===== src/rtl/grid_line_clear_sequencer.sv =====
// Line-clear sequencer: scans the playfield bottom-up over grid port A, removes full rows,
// compacts the rest downward and zero-fills the top. Define LINE_CLEAR_SCORE_EN for a score output.
module grid_line_clear_sequencer #(
  parameter int unsigned COLS   = 10,
  parameter int unsigned ROWS   = 20,
  parameter int unsigned ADDR_W = 8,
  parameter int unsigned DATA_W = 8
) (
  input  logic              clk,
  input  logic              reset,
  input  logic              start,
  output logic              busy,
  output logic              done,
  output logic [4:0]        lines_cleared,
  output logic              mem_req,
  input  logic              mem_gnt,
  output logic [ADDR_W-1:0] mem_addr,
  output logic [DATA_W-1:0] mem_wdata,
  output logic              mem_we,
  input  logic [DATA_W-1:0] mem_rdata
`ifdef LINE_CLEAR_SCORE_EN
  ,
  output logic [19:0]       score
`endif
);

  localparam int unsigned RowW = $clog2(ROWS);
  localparam int unsigned ColW = $clog2(COLS + 1);

  localparam logic [ADDR_W-1:0] ColsA      = ADDR_W'(COLS);
  localparam logic [ADDR_W-1:0] OneA       = ADDR_W'(1);
  localparam logic [ADDR_W-1:0] BottomBase = ADDR_W'((ROWS - 1) * COLS);
  localparam logic [RowW-1:0]   BottomRow  = RowW'(ROWS - 1);
  localparam logic [RowW-1:0]   OneR       = RowW'(1);
  localparam logic [ColW-1:0]   ColsC      = ColW'(COLS);
  localparam logic [ColW-1:0]   LastCol    = ColW'(COLS - 1);
  localparam logic [ColW-1:0]   OneC       = ColW'(1);

  typedef enum logic [2:0] {
    StIdle,
    StReq,
    StCheck,
    StEval,
    StCopyRd,
    StCopyWr,
    StFill,
    StDone
  } state_e;

  state_e            state_q;
  logic [RowW-1:0]   src_row_q, dst_row_q;
  logic [ADDR_W-1:0] src_base_q, dst_base_q;
  logic [ADDR_W-1:0] addr_q;
  logic [ColW-1:0]   col_q;  // column of the read being presented (CHECK) or copied (COPY)
  logic [ColW-1:0]   ret_q;  // number of CHECK read words absorbed so far
  logic              rvld_q; // a granted read was performed last cycle; mem_rdata is valid
  logic              full_q;
  logic [4:0]        count_q;
  logic              req_q, busy_q, done_q;
  logic [4:0]        lines_q;

  logic              granted, stall;
  logic [4:0]        count_inc, end_cnt;
  logic [ADDR_W-1:0] end_top;
  logic              end_scan, go_done;

  assign granted = req_q & mem_gnt;
  assign stall   = req_q & ~mem_gnt;

  assign busy          = busy_q;
  assign done          = done_q;
  assign lines_cleared = lines_q;
  assign mem_req       = req_q;
  assign mem_addr      = addr_q;
  assign mem_we        = granted & ((state_q == StCopyWr) | (state_q == StFill));
  assign mem_wdata     = (state_q == StCopyWr) ? mem_rdata : '0;

  assign count_inc = (count_q == 5'd31) ? count_q : count_q + 5'd1;
  assign end_cnt   = ((state_q == StEval) && full_q) ? count_inc : count_q;

  // Top cell of the fill region: last cell of the lowest row that still needs clearing.
  assign end_top = (state_q == StEval) ? dst_base_q + ColsA - OneA : dst_base_q - OneA;

  // The scan ends when the row just retired was row 0 and the FSM would not copy it.
  assign end_scan = granted && (src_row_q == '0) &&
                    (((state_q == StEval) && (full_q || (src_row_q == dst_row_q))) ||
                     ((state_q == StCopyWr) && (col_q == LastCol)));

  assign go_done = (granted && (state_q == StFill) && (addr_q == '0)) ||
                   (end_scan && (end_cnt == 5'd0));

  always_ff @(posedge clk or posedge reset) begin
    if (reset) begin
      state_q    <= StIdle;
      src_row_q  <= '0;
      dst_row_q  <= '0;
      src_base_q <= '0;
      dst_base_q <= '0;
      addr_q     <= '0;
      col_q      <= '0;
      ret_q      <= '0;
      rvld_q     <= 1'b0;
      full_q     <= 1'b0;
      count_q    <= '0;
      req_q      <= 1'b0;
      busy_q     <= 1'b0;
      done_q     <= 1'b0;
      lines_q    <= '0;
    end else begin
      done_q <= 1'b0;
      case (state_q)
        StIdle: begin
          if (start) begin
            state_q    <= StReq;
            src_row_q  <= BottomRow;
            dst_row_q  <= BottomRow;
            src_base_q <= BottomBase;
            dst_base_q <= BottomBase;
            count_q    <= '0;
            busy_q     <= 1'b1;
            req_q      <= 1'b1;
          end
        end

        StReq: begin
          if (mem_gnt) begin
            state_q <= StCheck;
            addr_q  <= src_base_q;
            col_q   <= '0;
            ret_q   <= '0;
            rvld_q  <= 1'b0;
            full_q  <= 1'b1;
          end
        end

        StCheck: begin
          if (stall) begin
            rvld_q <= 1'b0;
            if (rvld_q) begin
              // Data due this cycle is dropped; resume issuing from that column.
              col_q  <= ret_q;
              addr_q <= src_base_q + ADDR_W'(ret_q);
            end
          end else begin
            if (rvld_q) begin
              full_q <= full_q & (mem_rdata != '0);
              ret_q  <= ret_q + OneC;
              if (ret_q == LastCol) begin
                state_q <= StEval;
              end
            end
            if (col_q != ColsC) begin
              rvld_q <= 1'b1;
              col_q  <= col_q + OneC;
              addr_q <= addr_q + OneA;
            end else begin
              rvld_q <= 1'b0;
            end
          end
        end

        StEval: begin
          if (!stall) begin
            if (full_q || (src_row_q == dst_row_q)) begin
              src_row_q  <= src_row_q - OneR;
              src_base_q <= src_base_q - ColsA;
              addr_q     <= src_base_q - ColsA;
              if (full_q) begin
                count_q <= count_inc;
              end else begin
                dst_row_q  <= dst_row_q - OneR;
                dst_base_q <= dst_base_q - ColsA;
              end
              state_q <= StCheck;
              col_q   <= '0;
              ret_q   <= '0;
              full_q  <= 1'b1;
            end else begin
              state_q <= StCopyRd;
              col_q   <= '0;
              addr_q  <= src_base_q;
            end
          end
        end

        StCopyRd: begin
          if (stall) begin
            rvld_q <= 1'b0;
          end else begin
            state_q <= StCopyWr;
            addr_q  <= dst_base_q + ADDR_W'(col_q);
            rvld_q  <= 1'b1;
          end
        end

        StCopyWr: begin
          if (stall) begin
            // The word to be written is lost with the grant; read it again.
            rvld_q  <= 1'b0;
            state_q <= StCopyRd;
            addr_q  <= src_base_q + ADDR_W'(col_q);
          end else begin
            rvld_q <= 1'b0;
            if (col_q == LastCol) begin
              src_row_q  <= src_row_q - OneR;
              dst_row_q  <= dst_row_q - OneR;
              src_base_q <= src_base_q - ColsA;
              dst_base_q <= dst_base_q - ColsA;
              addr_q     <= src_base_q - ColsA;
              state_q    <= StCheck;
              col_q      <= '0;
              ret_q      <= '0;
              full_q     <= 1'b1;
            end else begin
              state_q <= StCopyRd;
              col_q   <= col_q + OneC;
              addr_q  <= src_base_q + ADDR_W'(col_q + OneC);
            end
          end
        end

        StFill: begin
          if (!stall) begin
            addr_q <= addr_q - OneA;
          end
        end

        StDone: begin
          busy_q  <= 1'b0;
          state_q <= StIdle;
        end

        default: state_q <= StIdle;
      endcase

      if (go_done) begin
        state_q <= StDone;
        done_q  <= 1'b1;
        req_q   <= 1'b0;
        lines_q <= end_cnt;
      end else if (end_scan) begin
        state_q <= StFill;
        addr_q  <= end_top;
      end
    end
  end

`ifdef LINE_CLEAR_SCORE_EN
  logic [10:0] score_inc;
  logic [20:0] score_sum;
  logic [19:0] score_q;

  always_comb begin
    score_inc = 11'd0;
    case (end_cnt)
      5'd0:    score_inc = 11'd0;
      5'd1:    score_inc = 11'd40;
      5'd2:    score_inc = 11'd100;
      5'd3:    score_inc = 11'd300;
      default: score_inc = 11'd1200;
    endcase
  end

  assign score_sum = {1'b0, score_q} + {10'd0, score_inc};

  always_ff @(posedge clk or posedge reset) begin
    if (reset) begin
      score_q <= '0;
    end else if (go_done) begin
      score_q <= score_sum[20] ? 20'hFFFFF : score_sum[19:0];
    end
  end

  assign score = score_q;
`endif

endmodule


===== config.mk =====
export PLATFORM = sky130hd
export DESIGN_NAME = grid_line_clear_sequencer
export DESIGN_NICKNAME = d
export VERILOG_FILES = /design/src/rtl/grid_line_clear_sequencer.sv
export SDC_FILE = /design/constraint.sdc
export NUM_CORES = 1
export LEC_CHECK = 0
export CAP_MARGIN = 0
export CORE_UTILIZATION = 55
export CTS_CLUSTER_SIZE = 8
export DETAILED_ROUTE_END_ITERATION = 10
export DONT_BUFFER_PORTS = 1
export PLACE_DENSITY = 0.7
export SLEW_MARGIN = 20
export SYNTH_ARGS = -nofsm -noshare
export SYNTH_HDL_FRONTEND = slang
export SYNTH_SLANG_ARGS = --single-unit

===== constraint.sdc =====
create_clock -name clk -period 3 [get_ports clk]
set_input_delay 0.45 -clock clk [delete_from_list [all_inputs] [get_ports clk]]
set_output_delay 0.45 -clock clk [all_outputs]
set_load 0.02 [all_outputs]

# ---- After elaboration in Yosys (flattened, before gate mapping)
# Index checks and enable logic that the tools add are counted.
dict set report word_totals {
  reg_bits 60
  input_bits 12
  out_inout_bits 25
  wordCells 194
}
dict set report classes {
  add_sub_neg 17
  eq_ne 31
  mux 91
  bitwise_logic 6
  reduce_logical 34
}
# op count
set op_table {}
lappend op_table {{$mux 8} 23}
lappend op_table {{$mux 5} 16}
lappend op_table {{$mux 4} 13}
lappend op_table {{$pmux 8 s3} 2}
lappend op_table {{$pmux 8 s6} 1}
lappend op_table {{$mux 3} 12}
lappend op_table {{$ne 4x4->1 const B} 8}
lappend op_table {{$pmux 4 s4} 2}
lappend op_table {{$pmux 5 s3} 2}
lappend op_table {{$add 8x4->8} 3}
lappend op_table {{$sub 8x1->8 const B} 3}
lappend op_table {{$pmux 3 s7} 1}
lappend op_table {{$ne 2x2->1 const B} 8}
lappend op_table {{$reduce_and 8->1} 2}
lappend op_table {{$sub 8x4->8 const B} 2}
lappend op_table {{$mux 1} 15}
lappend op_table {{$eq 3x3->1 const B} 4}
lappend op_table {{$reduce_and 6->1} 2}
lappend op_table {{$logic_not 5->1} 2}
lappend op_table {{$pmux 5 s2} 1}
lappend op_table {{$reduce_and 5->1} 2}
lappend op_table {{$sub 5x1->5 const B} 2}
lappend op_table {{$reduce_bool 9->1} 1}
lappend op_table {{$add 4x1->4 const B} 2}
lappend op_table {{other kinds (27)} 50}

# ---- Longest topological paths before layout
dict set report logic_depth {
  depth_word 9
  ltp_mapped 11
  ltp_nobuf 9
}

# ---- Worst setup path after synthesis
# Ideal clock, no wire load.
dict set report synth_timing {
  path_kind {reg2reg}
  from {register addr_q[2] (netlist: mem_addr[2])}
  to {register addr_q[5] (netlist: mem_addr[5])}
  setup_ns 0.081
  t_arrival_ns 2.142
  t_required_ns 2.919
  slack_ns 0.777
  path_stages_with_launch 8
  path_buffers 2
  synth_period_minus_slack_ns 2.223
  path_cell_list {dfrtp_1 buf_6 or4_4 or4_4 o2111ai_4 buf_12 nor2_1 a31oi_2}
}
dict set report synth_between {
  elab_chain_cells 6
  elab_cells_between_ends 11
  cone_classes {add/sub: 2; mux: 6; reduce/logical: 3}
}
# element line
set synth_lines {}
lappend synth_lines {{from (decl)} 53} ;# logic [ADDR_W-1:0] addr_q;
lappend synth_lines {{from (signal assigned)} 128} ;# addr_q <= src_base_q;
lappend synth_lines {{from (signal assigned)} 142} ;# addr_q <= src_base_q + ADDR_W'(ret_q);
lappend synth_lines {{from (signal assigned)} 155} ;# addr_q <= addr_q + OneA;
lappend synth_lines {{$add 8x1->8} 155}
lappend synth_lines {{$mux 8} 152} ;# if (col_q != ColsC) begin
lappend synth_lines {{$mux 8} 137} ;# if (stall) begin
lappend synth_lines {{$pmux 8 s6} 111} ;# case (state_q)
lappend synth_lines {{$mux 8} 241} ;# end else if (end_scan) begin
lappend synth_lines {{$mux 8 *} 236} ;# if (go_done) begin
# Every way passes the cells marked *; elsewhere a longest branch is shown, timed or not.
# A chain may end at the register's enable or synchronous reset.

# ---- Worst setup path after layout
dict set report layout_timing {
  from {register state_q[2]}
  to {output port mem_we}
}
dict set report layout_between {
  elab_chain_cells 3
  elab_cells_between_ends 4
  cone_classes {eq/ne: 2; bitwise: 2}
}
# element line
set layout_lines {}
lappend layout_lines {{from (decl)} 50} ;# state_e state_q;
lappend layout_lines {{from (signal assigned)} 94} ;# state_q <= StIdle;
lappend layout_lines {{from (signal assigned)} 114} ;# state_q <= StReq;
lappend layout_lines {{from (signal assigned)} 127} ;# state_q <= StCheck;
lappend layout_lines {{$eq 3x3->1} 75} ;# assign mem_we = granted & ((state_q == StCopyWr) | (state_q == StFill));
lappend layout_lines {{$or 1x1->1 *} 75}
lappend layout_lines {{$and 1x1->1 *} 75}
lappend layout_lines {{to (decl)} 19} ;# output logic mem_we,
# Marked as above.

==> results.sh <==
export IMPL_timing_final_crit_share_pct=92.2
export IMPL_synth_edf_count=0
export IMPL_clock_latency_ns=0.36
export IMPL_cts_buffers=9
export IMPL_drive_above_1_share_pct=10.2
export IMPL_async_reset_ff_share_pct=100
export IMPL_post_synth_top_count_cell="nand2_1"
export IMPL_clockBufferDepth=2
export IMPL_syn_inst=724
export IMPL_powerDensity_nw_per_um2=1080
export IMPL_yosys_top_cells_area="dfrtp_1 (26%), ha_1 (6.2%), o21ai_0 (5.6%)"
export IMPL_initial_core_util_pct=57.5
export IMPL_dieArea_um2=10700
export IMPL_avgSynthCellArea_um2=7.84
export IMPL_hpwlAfterDp_um=13700
export IMPL_fp_row_count=36
export IMPL_cts_setup_buffers=0
export IMPL_postPlaceCellArea_um2=5850
export IMPL_min_period_ns=2.77
export IMPL_finalSetupTns_ns=0
export IMPL_layout_setup_ws_ns=0.234
export IMPL_cts_root_buf="clkbuf_8"
export IMPL_clkTransAtPathRegs_ns=0.08
export IMPL_finalWirelength_um=18600
export IMPL_setup_viol=0
export IMPL_syn_nets=767
export IMPL_grt_overflow_total=0
export IMPL_whs_ns=0.184
export IMPL_fill_cells=909
export IMPL_ys_top_cells_by_count="nand2_1 (67), o21ai_0 (64), nor2_1 (59)"
export IMPL_antenna_found_initial=0
export IMPL_place_congestion=0.997
export IMPL_finalClockSkew_ns=0.00796
export IMPL_stdcell_area_um2=6080
export IMPL_detail_route_drc_violations=0
export IMPL_synth_top_area_share_pct=25.6
export IMPL_ant_nets=0
export IMPL_cts_tree="done"
export IMPL_critPathRequiredTime_ns=2.55
export IMPL_place_ws_ns=0.420
export IMPL_nNetsFinal=755
export IMPL_dieHeight_um=104
export IMPL_ys_types=75
export IMPL_grt_usage_pct=35.7
export IMPL_hp_class="input pin to asynchronous set/reset pin"
export IMPL_fmax_ghz=0.362
export IMPL_synthFlopType="dfrtp_1"
export IMPL_rsz0062_at_grt="no"
export IMPL_num_vias=5815
export IMPL_tightest_slew_ns=0.905
export IMPL_crit_arrival_ns=2.32
export IMPL_synthesis_area_um2=5670
export IMPL_synth_seq_area_share_pct=25.6
export IMPL_setup_worst_path_end_class="output pin"
export IMPL_post_route_util_pct=61.6
export IMPL_start_kind="register"
export IMPL_outcome="completed"
export IMPL_syn2layout_area_growth_pct=7.08
export IMPL_leakagePower_nw=2.55
export IMPL_drtIter0Drc=689
export IMPL_die_w_um=104
export IMPL_first_pass_iters=5
export IMPL_yosys_warnings=0
export IMPL_rr_startpoint="state_q[2]"
export IMPL_final_cells=850
export IMPL_critPathKind="register to output pin"
export IMPL_cts_resized=0
export IMPL_ys_seq_elements=58
export IMPL_crit_start="state_q[2]"
export IMPL_cts_sinks=58
export IMPL_diodes=0
export IMPL_core_area_um2=9860
export IMPL_cts_hold_buf=0
export IMPL_hold_viol=0
export IMPL_maxSlewHeadroom_pct=39.0
export IMPL_io_pins=37
export IMPL_critPathMaxFanout=18
export IMPL_final_max_slew_viol_count=0
export IMPL_peakVddDrop_mv=0.630
export IMPL_wl_per_cell_um=21.9
export IMPL_yosysTopAreaCell="dfrtp_1"
export IMPL_grt_start_max_net_pins=59
export IMPL_grt_pass1_vias=5476
export IMPL_cts_max_level=3
export IMPL_grt_pass1_wl_um=30000
export IMPL_io_buffer_count=0
export IMPL_vias_per_cell=6.84
export IMPL_placed_cells=834
export IMPL_drv_cap=0
export IMPL_power_mw=6.57
[final timing paths]
kind / end / slack, ns / cells past startpoint
setup / recovery: mem_we / 0.23 / 4
hold / removal: mem_addr[0] / 0.18 / 2
setup reg to reg: ret_q[2] / 0.32 / 5
hold reg to reg: dst_row_q[4] / 0.59 / 1
max in group asynchronous: src_base_q[4] / 2.27 / 2
min in group clk: busy / 0.30 / 2
[cell families after synthesis]
group / count (synthesis) / synth area share (%)
and+or+nand+nor: 257 / 23.3
AOI/OAI and AO/OA: 236 / 28.4
buffers and inverters: 89 / 6.70
DFF: 58 / 25.6
xor gates and xnor gates: 35 / 5.40
adders and majority gates: 31 / 7.23
muxes: 18 / 3.37
[layout make-up]
type | instances | area [um2] | share of cell area, %
Clock buffer | 9 | 124 | 2.04
Clock inverter | 7 | 101 | 1.67
Inverter | 33 | 124 | 2.04
Multi-Input combinational cell | 577 | 3850 | 63.3
Sequential cell | 58 | 1450 | 23.9
Tap cell | 133 | 166 | 2.74
Timing Repair Buffer | 33 | 260 | 4.28
[report_power, final]
group          leakage (nW)  internal [mW]  switching [mW]
combinational          1.74           1.54            2.47
sequential            0.698           1.04           0.657
clock                 0.106          0.473           0.384
[critical path: stages, from the launching register on]
cell and delay (ns):
dfrtp_1 0.66, nor2b_1 0.49, nand2_1 0.36, a21oi_1 0.27
buf_4 0.17
[layer usage]
layer	share of wire [%]	track usage, %	routed length [um]
met1	42	48.4	7860
met4	3.2	15.4	599
met5	0	0	0
met2	45	54.9	8420
met3	9.3	7.36	1730
[flip-flops by register name, indices dropped and copies added (netlist names), 5 cells and up]
name	cells
count_q	5
dst_base_q	7
dst_row_q	5
lines_cleared	5
mem_addr	8
src_base_q	7
src_row_q	5
[cells in the final DEF (no fill, tap or decap), types with 16 or more instances in the layout]
master and n:
nor3_1 16, ha_1 28, xnor2_1 21, a211oi_1 19
nand3_1 28, o21ai_0 64, inv_1 31, nor2_1 59
a21oi_1 39, dfrtp_1 58, nand2_1 67, buf_4 32
a31oi_1 16
Note: power is estimated with default switching activity, not from simulation.
